File: config.mk
export PLATFORM = sky130hd
export DESIGN_NAME = trap_filter_seq
export DESIGN_NICKNAME = d
export VERILOG_FILES = /design/src/rtl/trap_seq_pkg.sv /design/src/rtl/trap_filter_seq_thr_cross_det.sv /design/src/rtl/trap_filter_seq.sv
export SDC_FILE = /design/constraint.sdc
export NUM_CORES = 1
export LEC_CHECK = 0
export ABC_AREA = 1
export BUFFER_PORTS_ARGS = -buffer_cell sky130_fd_sc_hd__clkbuf_2
export CAP_MARGIN = 20
export CORE_MARGIN = 2
export CORE_UTILIZATION = 54
export DETAILED_ROUTE_END_ITERATION = 10
export PLACE_DENSITY_LB_ADDON = 0.25
export SLEW_MARGIN = 20
export SYNTH_ARGS = -nofsm -noshare
export SYNTH_HDL_FRONTEND = slang
export SYNTH_SLANG_ARGS = --single-unit
File: constraint.sdc
create_clock -name clk -period 2.7 [get_ports clk]
set_input_delay 0.54 -clock clk [delete_from_list [all_inputs] [get_ports clk]]
set_output_delay 0.54 -clock clk [all_outputs]
set_load 0.05 [all_outputs]
File: src/rtl/trap_seq_pkg.sv
// Shared types and constants for the trapezoidal-filter sequencer.
// Holds the FSM state enum, data/index widths and the peak reset value.
package trap_seq_pkg;

    localparam int W     = 16;
    localparam int IDX_W = 8;

    localparam logic signed [W-1:0] PEAK_INIT = 16'sh8000;

    typedef enum logic [2:0] {
        IDLE,
        CLEAR,
        ARMED,
        ACQUIRE,
        RESULT
    } state_t;

endpackage

File: src/rtl/trap_filter_seq_thr_cross_det.sv
// Rising threshold-crossing detector for the ADC sample stream.
// Ports: i_clk, i_rst_n (async, active-low), i_in (sample), i_threshold,
//        o_cross (combinational pulse: previous <= thr and current > thr, signed).
module thr_cross_det
    import trap_seq_pkg::*;
(
    input  logic         i_clk,
    input  logic         i_rst_n,
    input  logic [W-1:0] i_in,
    input  logic [W-1:0] i_threshold,
    output logic         o_cross
);

    logic [W-1:0] r_in_prev;

    always_ff @(posedge i_clk or negedge i_rst_n) begin
        if (!i_rst_n) begin
            r_in_prev <= '0;
        end else begin
            r_in_prev <= i_in;
        end
    end

    assign o_cross = ($signed(r_in_prev) <= $signed(i_threshold)) &&
                     ($signed(i_in) > $signed(i_threshold));

endmodule

File: src/rtl/trap_filter_seq.sv
// Event sequencer for the 16-bit trapezoidal shaping filter: arms on a
// threshold crossing, clears/releases the filter, tracks the peak of
// ACQ_LEN output samples and hands {peak, peak_idx} out on valid/ready.
// Ports: clk, reset (async active-low), enable, in, threshold,
//        filt_rst/filt_in (to filter), filt_out (from filter),
//        peak, peak_idx, res_valid, res_ready, busy, evt_cnt, pileup.
// Build option: define PILEUP_REJECT_EN to discard windows that see a
// second crossing after HOLDOFF samples (pileup pulses, back to CLEAR).
module trap_filter_seq
    import trap_seq_pkg::*;
#(
    parameter int ACQ_LEN = 24,
    parameter int CLR_LEN = 2,
    parameter int HOLDOFF = 4
) (
    input  logic             clk,
    input  logic             reset,
    input  logic             enable,
    input  logic [W-1:0]     in,
    input  logic [W-1:0]     threshold,
    output logic             filt_rst,
    output logic [W-1:0]     filt_in,
    input  logic [W-1:0]     filt_out,
    output logic [W-1:0]     peak,
    output logic [IDX_W-1:0] peak_idx,
    output logic             res_valid,
    input  logic             res_ready,
    output logic             busy,
    output logic [15:0]      evt_cnt,
    output logic             pileup
);

    localparam int CLR_W = (CLR_LEN > 1) ? $clog2(CLR_LEN) : 1;
    localparam logic [CLR_W-1:0] CLR_LAST = CLR_W'(CLR_LEN - 1);
    localparam logic [IDX_W-1:0] CNT_LAST = IDX_W'(ACQ_LEN - 1);
    localparam logic [IDX_W-1:0] HOLD_CNT = IDX_W'(HOLDOFF);

`ifdef PILEUP_REJECT_EN
    localparam bit PILE_EN = 1'b1;
`else
    localparam bit PILE_EN = 1'b0;
`endif

    state_t           r_state;
    logic [CLR_W-1:0] r_clr_cnt;
    logic [IDX_W-1:0] r_cnt;
    logic             r_first;
    logic             r_filt_rst;
    logic [W-1:0]     r_filt_in;
    logic [W-1:0]     r_peak;
    logic [IDX_W-1:0] r_peak_idx;
    logic             r_res_valid;
    logic             r_busy;
    logic [15:0]      r_evt_cnt;
    logic             r_pileup;

    logic             w_cross;
    logic             w_pile_hit;

    thr_cross_det u_cross (
        .i_clk       (clk),
        .i_rst_n     (reset),
        .i_in        (in),
        .i_threshold (threshold),
        .o_cross     (w_cross)
    );

    assign w_pile_hit = PILE_EN && w_cross && (r_cnt >= HOLD_CNT);

    always_ff @(posedge clk or negedge reset) begin
        if (!reset) begin
            r_state     <= IDLE;
            r_clr_cnt   <= '0;
            r_cnt       <= '0;
            r_first     <= 1'b0;
            r_filt_rst  <= 1'b1;
            r_filt_in   <= '0;
            r_peak      <= PEAK_INIT;
            r_peak_idx  <= '0;
            r_res_valid <= 1'b0;
            r_busy      <= 1'b0;
            r_evt_cnt   <= '0;
            r_pileup    <= 1'b0;
        end else begin
            r_filt_in <= in;
            r_pileup  <= 1'b0;
            unique case (r_state)
                IDLE: begin
                    r_filt_rst <= 1'b1;
                    r_busy     <= 1'b0;
                    if (enable) begin
                        r_state   <= CLEAR;
                        r_busy    <= 1'b1;
                        r_clr_cnt <= '0;
                    end
                end
                CLEAR: begin
                    if (!enable) begin
                        r_state <= IDLE;
                        r_busy  <= 1'b0;
                    end else if (r_clr_cnt == CLR_LAST) begin
                        r_state <= ARMED;
                    end else begin
                        r_clr_cnt <= r_clr_cnt + 1'b1;
                    end
                end
                ARMED: begin
                    if (!enable) begin
                        r_state <= IDLE;
                        r_busy  <= 1'b0;
                    end else if (w_cross) begin
                        // Releasing now makes the trigger sample (registered
                        // into filt_in this edge) the filter's first input.
                        r_state    <= ACQUIRE;
                        r_filt_rst <= 1'b0;
                        r_cnt      <= '0;
                        r_first    <= 1'b1;
                        r_peak     <= PEAK_INIT;
                        r_peak_idx <= '0;
                    end
                end
                ACQUIRE: begin
                    if (!enable) begin
                        r_state    <= IDLE;
                        r_filt_rst <= 1'b1;
                        r_busy     <= 1'b0;
                    end else if (w_pile_hit) begin
                        r_state    <= CLEAR;
                        r_filt_rst <= 1'b1;
                        r_clr_cnt  <= '0;
                        r_pileup   <= 1'b1;
                    end else if (r_first) begin
                        // Filter output lags its input by one clock.
                        r_first <= 1'b0;
                    end else begin
                        if ($signed(filt_out) > $signed(r_peak)) begin
                            r_peak     <= filt_out;
                            r_peak_idx <= r_cnt;
                        end
                        if (r_cnt == CNT_LAST) begin
                            r_state     <= RESULT;
                            r_filt_rst  <= 1'b1;
                            r_res_valid <= 1'b1;
                        end else begin
                            r_cnt <= r_cnt + 1'b1;
                        end
                    end
                end
                RESULT: begin
                    if (res_ready) begin
                        r_res_valid <= 1'b0;
                        r_evt_cnt   <= r_evt_cnt + 16'd1;
                        if (enable) begin
                            r_state   <= CLEAR;
                            r_clr_cnt <= '0;
                        end else begin
                            r_state <= IDLE;
                            r_busy  <= 1'b0;
                        end
                    end
                end
                default: begin
                    r_state    <= IDLE;
                    r_filt_rst <= 1'b1;
                    r_busy     <= 1'b0;
                end
            endcase
        end
    end

    assign filt_rst  = r_filt_rst;
    assign filt_in   = r_filt_in;
    assign peak      = r_peak;
    assign peak_idx  = r_peak_idx;
    assign res_valid = r_res_valid;
    assign busy      = r_busy;
    assign evt_cnt   = r_evt_cnt;
    assign pileup    = r_pileup;

endmodule

Yosys cells after proc, flatten, opt, wreduce, memory -nomap -nowiden. Index checks and enable logic that the tools add are counted.

Input port bits: 52. Bits in registers: 72. Logic and storage cells: 101. Output and inout bits: 60.

Bitwise operators: 1. Add/sub/neg operators: 3. Equality and inequality tests: 19. Multiplexer cells: 49. Magnitude comparators: 3. Reduce and logical (&&, ||, !) cells: 15.

Operator list (number): 2-to-1 mux 16 bit (5); 2-to-1 mux 8 bit (8); greater-than comparator 16 bit (2); one-hot mux 16 bit (2 select lines) (1); one-hot mux 8 bit (2 select lines) (2); 2-to-1 mux 3 bit (9); 2-to-1 mux 1 bit (18); != test 2 bit (second input constant) (9); AND reduction 6 bit (3); adder 16 x 1 -> 16 bit (second input constant) (1); less-or-equal comparator 16 bit (1); one-hot mux 3 bit (5 select lines) (1); AND reduction 5 bit (2); != test 3 bit (second input constant) (3); one-hot mux 1 bit (3 select lines) (3); adder 8 x 1 -> 8 bit (second input constant) (1); equality test 8 x 5 -> 1 bit (second input constant) (1); equality test 3 x 2 -> 1 bit (second input constant) (2); one-hot mux 1 bit (2 select lines) (2); AND reduction 4 bit (1); nonzero test 2 bit (2); equality test 3 x 1 -> 1 bit (second input constant) (1); equality test 3 bit (second input constant) (1); zero test 3 bit (1); other kinds (10) (10).

Logic depth before layout (Yosys ltp). Gate-level depths: netlist of run 1.

Word-level depth: 5. Mapped depth: 18. Gate-level depth less buffers: 17.

Cells and area by module. A second synthesis of run 1 with hierarchy kept.

Cell total of the unflattened synthesis: 573. Area, all modules: 4964.8 sq um.

By module, submodules not included: trap_filter_seq (instances 1, area an instance 3721.1 sq um, sequential area each 1804.2 sq um, cells each 425); thr_cross_det (instances 1, area an instance 1243.7 sq um, sequential area each 400.4 sq um, cells each 148).

Least setup slack after synthesis of run 1. Ideal clock, no wire load.

Path kind: flip-flop to flip-flop. Start point: register r_peak[15] (netlist: peak[15]). End point: register r_peak[0] (netlist: peak[0]). Cell stages (with the launch flop): 15. Arrival time: 2.118 ns. Path buffers: 1. Setup time: 0.119 ns. Period minus slack after synthesis: 2.237 ns. Path slack: 0.463 ns. Data required time: 2.581 ns. Cell sequence: dfstp_2 -> inv_1 -> ha_1 -> nand2_1 -> nor2_1 -> nand4_1 -> inv_1 -> nand2_1 -> nand3_1 -> nand3_1 -> nand2_1 -> nand3_4 -> buf_6 -> nand2_1 -> nand2_1.

Word-level cells in the longest chain between the ends: 3.

RTL lines: from (decl) (RTL line trap_filter_seq.sv:50) `logic [W-1:0] r_peak;`; from (signal assigned) (RTL line trap_filter_seq.sv:137) `r_peak <= filt_out;`; greater-than comparator 16 bit (RTL line trap_filter_seq.sv:136) `if ($signed(filt_out) > $signed(r_peak)) begin`; != test 2 bit (no line); AND reduction 6 bit (no line).

No other way between the ends. A chain may end at the register's enable or synchronous reset.

Worst setup path in the final report of run 1.
Start point: register u_cross.r_in_prev[15]. End point: register r_peak[1] (netlist: peak[1]).

Word-level cells in the longest chain between the ends: 4.

RTL lines: from (decl) (RTL line trap_filter_seq_thr_cross_det.sv:14) `logic [W-1:0] r_in_prev;`; from (signal assigned) (RTL line trap_filter_seq_thr_cross_det.sv:20) `r_in_prev <= i_in;`; less-or-equal comparator 16 bit (RTL line trap_filter_seq_thr_cross_det.sv:24) `assign o_cross = ($signed(r_in_prev) <= $signed(i_threshold)) &&`; logical AND 1 bit (RTL line trap_filter_seq_thr_cross_det.sv:24); != test 2 x 1 -> 1 bit (no line); AND reduction 6 bit (no line).

No other way between the ends.

==> flow_summary.toml, run 1 <==
[route]
dr.pass1.iters = 4
vias = 4133
viasPerCell = 5.13
wirelength_um = 9900
drc = 0
wl_per_cell_um = 12.3
drtAntennaViolNets = 0
drt_iter0_markers = 194

[yosys]
synth.top_cells.by_count = "nand2_1 (141), inv_1 (98), dfrtp_1 (70)"
synth.distinct_cells = 37
synth_nets = 684
synth_top_area_frac = 0.383
ys_seq_area_frac = 0.394
synth_cells = 582
synthFlopType = "dfrtp_1"
yosysMostFrequentCell = "nand2_1"
avgSynthCellArea_um2 = 7.86
ys_ff_latch = 72
synthTopCellsByArea = "dfrtp_1 (38%), ha_1 (14%), nand2_1 (12%), inv_1 (8.0%), nand4_1 (5.3%)"
yosys.area.top_type = "dfrtp_1"
syn-cell-area_mm2 = 0.00458
synth_edf_count = 0
synth_warnings = 0
async_flop_share = 1.00

[cts]
path_clk_slew_ns = 0.08
cts_buffers = 9
clock_latency_ns = 0.34
cts_max_path_buffers = 2
post-cts-setup-buffer-count = 0
clkSinkCount = 72
cts_root_buf = "clkbuf_8"
cts_tree = "built"
htreeDepth = 3

[timing]
fin_skew_ns = 0.0102
max_freq_mhz = 412
report.final.slew_viol_count = 0
final_hold_viol_count = 0
whs_ns = 0.317
max_slew.worst_pin.slew_ns = 0.914
fin_crit_sh = 0.898
fin_ws_ns = 0.275
fin_setup_tns_ns = 0
setup_viol = 0
grt_setup_unrepaired = "false"
period_needed_ns = 2.43
slew_headroom = 0.391

[power_and_ir_drop]
combPwrFrac = 0.402
p_sw_mw = 1.76
clkPwrFrac = 0.254
power_frac_seq = 0.344
p_leak_nw = 3.16
pwr_density_cell_mw_per_mm2 = 752
ir_drop_mv = 0.632
power_mw = 4.12
cellInternalPower_mw = 2.36
p_sw_frac = 0.426

[critical_path]
required_ns = 2.93
path_cells = "ha_1 > a21oi_1 > o21ai_0 > a21oi_1 > nand3_1 > nand3_1 > nand2_2 > nand2_4 > nand3_4 > nand2_1 > nand2_1"
crit_path_max_fanout = 24
rr_worst_depth = 11
end_kind = "register"
r2r_slack_ns = 0.27
worst_setup_path_startpoint = "u_cross.r_in_prev[15]$_DFF_PN0_"
reg2reg_from = "u_cross.r_in_prev[15]$_DFF_PN0_"
r2r_end = "peak[1]$_DFFE_PN0P_"
startpoint_type = "register"
critPathMaxStageDelay_ns = 0.39
critical_path_class = "register to register"
arrival_ns = 2.66
cp_slowest_cell = "dfrtp_1"
crit_end = "peak[1]$_DFFE_PN0P_"

[floorplanning]
core_area_mm2 = 0.00822
ios = 112
floorplan.rows = 33
die_w_um = 96.1
start_util = 0.557
die_area_mm2 = 0.00923
die_y_um = 96.1

[layout]
drive_gt1_frac = 0.221
area_delta_synth_final_pct = 19.7
fin_nets = 798
antennaDiodeCount = 0
fin_cells = 806

[global_routing]
use_met2 = 0.378
met3_usage = 0.0564
track_usage = 0.226
grt_antenna_before_repair = 0
use_met1 = 0.292
grt_max_degree = 73
grt_first_pass_wirelength_um = 16200
grt_pass1_vias = 3799
grt.busiest_layer = "met2"
grt_overflow = 0

[placement]
post-place-ws_ns = -0.0767
dp_cells = 790
hpwl_um = 7520
place.gp.congestion = 0.900
port_buffers = 110

[worst_hold_path]
whs_path_depth = 1
min_path_type = "input port to register"

[status]
status = "finished, final reports clean"

[job]
drv_cap = 0
cell families (layout without fill, tap and decap cells):
group,after synthesis,count (layout),share of synthesized area
other,1,1,0.000820
AOI/OAI and AO/OA,46,46,0.0544
xor gates and xnor gates,15,15,0.0287
adders and majority gates,50,50,0.137
DFF,72,72,0.394
and+or+nand+nor,285,285,0.285
buffers and inverters,113,232,0.100
worst min path at each step:
stage,start,to,slack (ns)
6_report,in[11],u_cross.r_in_prev[11]$_DFF_PN0_,0.32
5_1_grt,in[15],u_cross.r_in_prev[15]$_DFF_PN0_,0.29
4_1_cts,in[7],u_cross.r_in_prev[7]$_DFF_PN0_,0.30
3_5_place_dp,filt_rst$_DFFE_PN1P_,filt_rst$_DFFE_PN1P_,0.45
3_3_place_gp,filt_rst$_DFFE_PN1P_,filt_rst$_DFFE_PN1P_,0.45
2_1_floorplan,reset,busy$_DFFE_PN0P_,0.24
registers in the layout, indices dropped and copies added (netlist names):
register and count:
busy 1, evt_cnt 16, filt_rst 1, peak 16
peak_idx 8, r_clr_cnt 1, r_cnt 8, r_first 1
r_state 3, res_valid 1, u_cross.r_in_prev 16
layout make-up:
cell class	instances	area, um^2
Fill cell	708	2740
Sequential cell	72	1800
Inverter	99	372
Multi-Input combinational cell	397	2320
Clock inverter	5	104
Clock buffer	11	141
Tap cell	105	131
Timing Repair Buffer	117	606
metal layers:
metal / wire length, um / up-vias
met3: 497 / 11
met1: 4590 / 1927
met4: 133 / 0
met2: 4670 / 103
li1: - / 2092
met5: 0 / -
critical path, delay by kind of cell, from the launching register on:
family | cells | cell delay [ns]
AND/OR/NAND/NOR | 7 | 1.06
flip-flops | 1 | 0.39
AO/OA/AOI/OAI | 3 | 0.51
adder cells (fa/ha/maj) | 1 | 0.34
through the flow:
| step | util | cell area (um^2) |
|---|---|---|
| after global placement | 0.636 | 5230 |
| final | 0.667 | 5480 |
| after CTS | 0.666 | 5470 |
| after detailed placement | 0.636 | 5230 |
| after floorplan | - | 4580 |
| after global routing | 0.667 | 5480 |
placed cells by master, fill, tap and decap left out, types with 11 or more instances in the layout:
cell,netlist,final
nand3_1,17,17
ha_1,50,50
o21ai_0,14,14
nor2_1,55,54
nand4_1,39,39
clkbuf_2,0,109
inv_1,98,98
nor3_1,12,11
nand2_1,141,141
a21oi_1,22,22
dfrtp_1,70,70
power groups by stage:
stage	Sequential, mW	Clock, mW	Combinational [mW]
final	1.42	1.04	1.66
after global routing	1.44	1.11	1.85
after CTS	1.42	1.06	1.66
after detailed placement	1.44	0	1.66
after global placement	1.43	0	1.63
after floorplan	1.90	0	0.780
what timing repair did:
item | 4_1_cts | 5_1_grt
setup endpoints to repair | 0 | 24
hold endpoints to repair | 0 | 0
hold buffers | 0 | 0
resized for setup | 0 | 1
(Power assumes the default switching activity.)
==> run 2: changes to the inputs <==
- CORE_UTILIZATION: 54 -> 55
- SYNTH_HIERARCHICAL: not set -> 1
==> run 2 against run 1 <==
Net effect:
- clock power is 13% lower
- register-to-register slack better by 0.03 ns
- first-iteration DRC count is 43% lower
- cell count is 0.25% higher
- global-route usage is 1.1 points lower
- area after synthesis is 8.5% higher
- core utilization is 0.95 points higher
- sequential power is 23% higher
- critical path type unchanged
- combinational power is 12% higher
- critical path depth is 8 higher
- clock-buffer cell count is 2 lower
- via count is 2.6% lower
==> flow_summary.toml, run 2 <==
[cts]
cts-hold-fix-buffers = 0
post_cts_resize_count = 0
cts_buffers = 9
post-cts-setup-buffer-count = 0
cts_max_path_buffers = 2
path_clk_slew_ns = 0.09
clkSinkCount = 88
htreeDepth = 3
clock_latency_ns = 0.35
cts_tree = "built"
cts_root_buf = "clkbuf_8"

[timing]
fin_setup_tns_ns = 0
period_needed_ns = 2.40
max_freq_mhz = 417
fin_skew_ns = 0.0147
setup_viol = 0
grt_setup_unrepaired = "false"
report.final.slew_viol_count = 0
final_hold_viol_count = 0
fin_crit_sh = 0.887

[status]
status = "finished, final reports clean"

[placement]
dp_cells = 792
port_buffers = 110
dpl_cell_area_mm2 = 0.00568
hpwl_um = 7810
place.gp.congestion = 0.864

[power_and_ir_drop]
pwr_density_cell_mw_per_mm2 = 762
p_sw_mw = 1.98
p_sw_frac = 0.441
cellInternalPower_mw = 2.51
p_leak_nw = 3.28
power_frac_seq = 0.386
combPwrFrac = 0.413
clkPwrFrac = 0.201
ir_drop_mv = 0.371

[layout]
antennaDiodeCount = 0
n_fill_cell = 689
fin_nets = 797
final_cell_mix = "nand2_1 (131), clkbuf_2 (109), dfrtp_1 (86), inv_1 (84), ha_1 (50)"
register_area_mm2 = 0.00220
drive_gt1_frac = 0.253
fin_cells = 808
area_delta_synth_final_pct = 18.8
multiInputGateArea_mm2 = 0.00236
fin_area_mm2 = 0.00590
layout_commonest_cell = "nand2_1"

[route]
dr.pass1.iters = 5
vias = 4027
drc = 0
wirelength_um = 10000
wl_per_cell_um = 12.4
drtAntennaViolNets = 0
viasPerCell = 4.98
drt_iter0_markers = 111

[yosys]
synth_edf_count = 0
synth_nets = 675
synth.distinct_cells = 40
avgSynthCellArea_um2 = 8.66
synth.top_cells.by_count = "nand2_1 (131), dfrtp_1 (86), inv_1 (84)"
yosysMostFrequentCell = "nand2_1"
synthTopCellsByArea = "dfrtp_1 (43%), ha_1 (13%), nand2_1 (9.9%), inv_1 (6.4%), nand3_1 (4.1%)"
synth_top_area_frac = 0.433
synthFlopType = "dfrtp_1"
ys_seq_area_frac = 0.444
syn-cell-area_mm2 = 0.00496
yosys.area.top_type = "dfrtp_1"
synth_warnings = 6
synth_cells = 573
async_flop_share = 1.00
ys_ff_latch = 88

[critical_path]
reg2reg_from = "u_cross/r_in_prev[15]$_DFF_PN0_"
arrival_ns = 2.63
crit_path_max_fanout = 24
critical_path_class = "register to register"
end_kind = "register"
rr_worst_depth = 19
required_ns = 2.93
r2r_slack_ns = 0.30
startpoint_type = "register"
r2r_end = "peak[8]$_DFFE_PN0P_"

[global_routing]
grt_overflow = 0
grt_first_pass_wirelength_um = 17300
grt_pass1_vias = 3930
track_usage = 0.215
grt_antenna_before_repair = 0
grt_max_degree = 55

[floorplanning]
floorplan.rows = 34
core_area_mm2 = 0.00872
ios = 112
die_y_um = 99.0
die_w_um = 99.0
start_util = 0.569
die_area_mm2 = 0.00980

[job]
drv_cap = 0

[worst_hold_path]
min_path_type = "input port to asynchronous set/reset pin"
-- run 2: changes by cell type after synthesis, moves of 5 or more --
cell,before,now
nand4_1,39,4
inv_1,98,84
dfrtp_1,70,86
nor2_1,55,47
nand3_1,17,41
inv_2,1,6
nand2_1,141,131
nor3_1,12,6
a21oi_1,22,29
-- run 2: stage by stage --
stage	power (mW)	utilization	setup slack (ns)	hold WS [ns]
final	4.50	0.676	0.305	0.129
after global routing	4.80	0.676	0.0175	0.165
after CTS	4.52	0.674	0.208	0.143
after detailed placement	3.61	0.652	-0.129	0.482
after global placement	3.54	0.652	-0.0244	0.455
after floorplan	3.14	-	0.104	0.244
-- run 2: worst max path at each step --
stage | startpoint | endpoint | slack, ns | cells past startpoint
after floorplan | threshold[15] | peak[0]$_DFFE_PN0P_ | 0.10 | 15
after global placement | threshold[15] | r_cnt[5]$_DFFE_PN0P_ | -0.02 | 15
after detailed placement | threshold[7] | peak_idx[4]$_DFFE_PN0P_ | -0.13 | 17
after CTS | u_cross/r_in_prev[15]$_DFF_PN0_ | peak_idx[1]$_DFFE_PN0P_ | 0.21 | 17
after global routing | u_cross/r_in_prev[15]$_DFF_PN0_ | peak[6]$_DFFE_PN0P_ | 0.02 | 19
final | u_cross/r_in_prev[15]$_DFF_PN0_ | peak[8]$_DFFE_PN0P_ | 0.30 | 19
-- run 2: kinds of logic after synthesis --
group / count (synthesis) / share of synthesized area
other: 1 / 0.000755
and+or+nand+nor: 257 / 0.243
adders and majority gates: 50 / 0.126
buffers and inverters: 101 / 0.0842
xor gates and xnor gates: 17 / 0.0300
AOI/OAI and AO/OA: 59 / 0.0716
DFF: 88 / 0.444
-- run 2: routing by layer --
metal,vias up,share of wire,GRT usage
li1,2060,-,-
met5,-,0,0
met1,1857,0.46,0.285
met2,100,0.48,0.370
met3,10,0.039,0.0262
met4,0,0.014,0.0685
-- run 2: power groups by stage --
stage          registers (mW)  clock network (mW)  logic (mW)
2_1_floorplan            2.25                   0       0.892
3_3_place_gp             1.74                   0        1.80
3_5_place_dp             1.76                   0        1.86
4_1_cts                  1.73               0.923        1.86
5_1_grt                  1.76               0.968        2.07
6_report                 1.74               0.902        1.86
-- run 2: worst max-delay path, cell delays in order (launching register included) --
cell and delay [ns]:
dfrtp_1 0.38, ha_1 0.32, nand2_1 0.09, nor2_1 0.15
nand2_1 0.09, clkinv_1 0.05, nand2_1 0.06, nand2_1 0.06
nand2_1 0.04, nand2_1 0.05, nor2_1 0.04, nor2_1 0.08
inv_1 0.09, nand2_2 0.12, o211ai_4 0.11, nor3_4 0.16
nand2_4 0.10, buf_12 0.16, nand3_1 0.07, nand2_1 0.06
-- run 2: layout make-up --
cell class | count | share of cell area
timing repair buffer | 121 | 0.113
sequential | 88 | 0.374
inverter | 91 | 0.0579
clock inverter | 7 | 0.0123
tap | 108 | 0.0229
multi-input combinational | 384 | 0.399
clock buffer | 9 | 0.0210
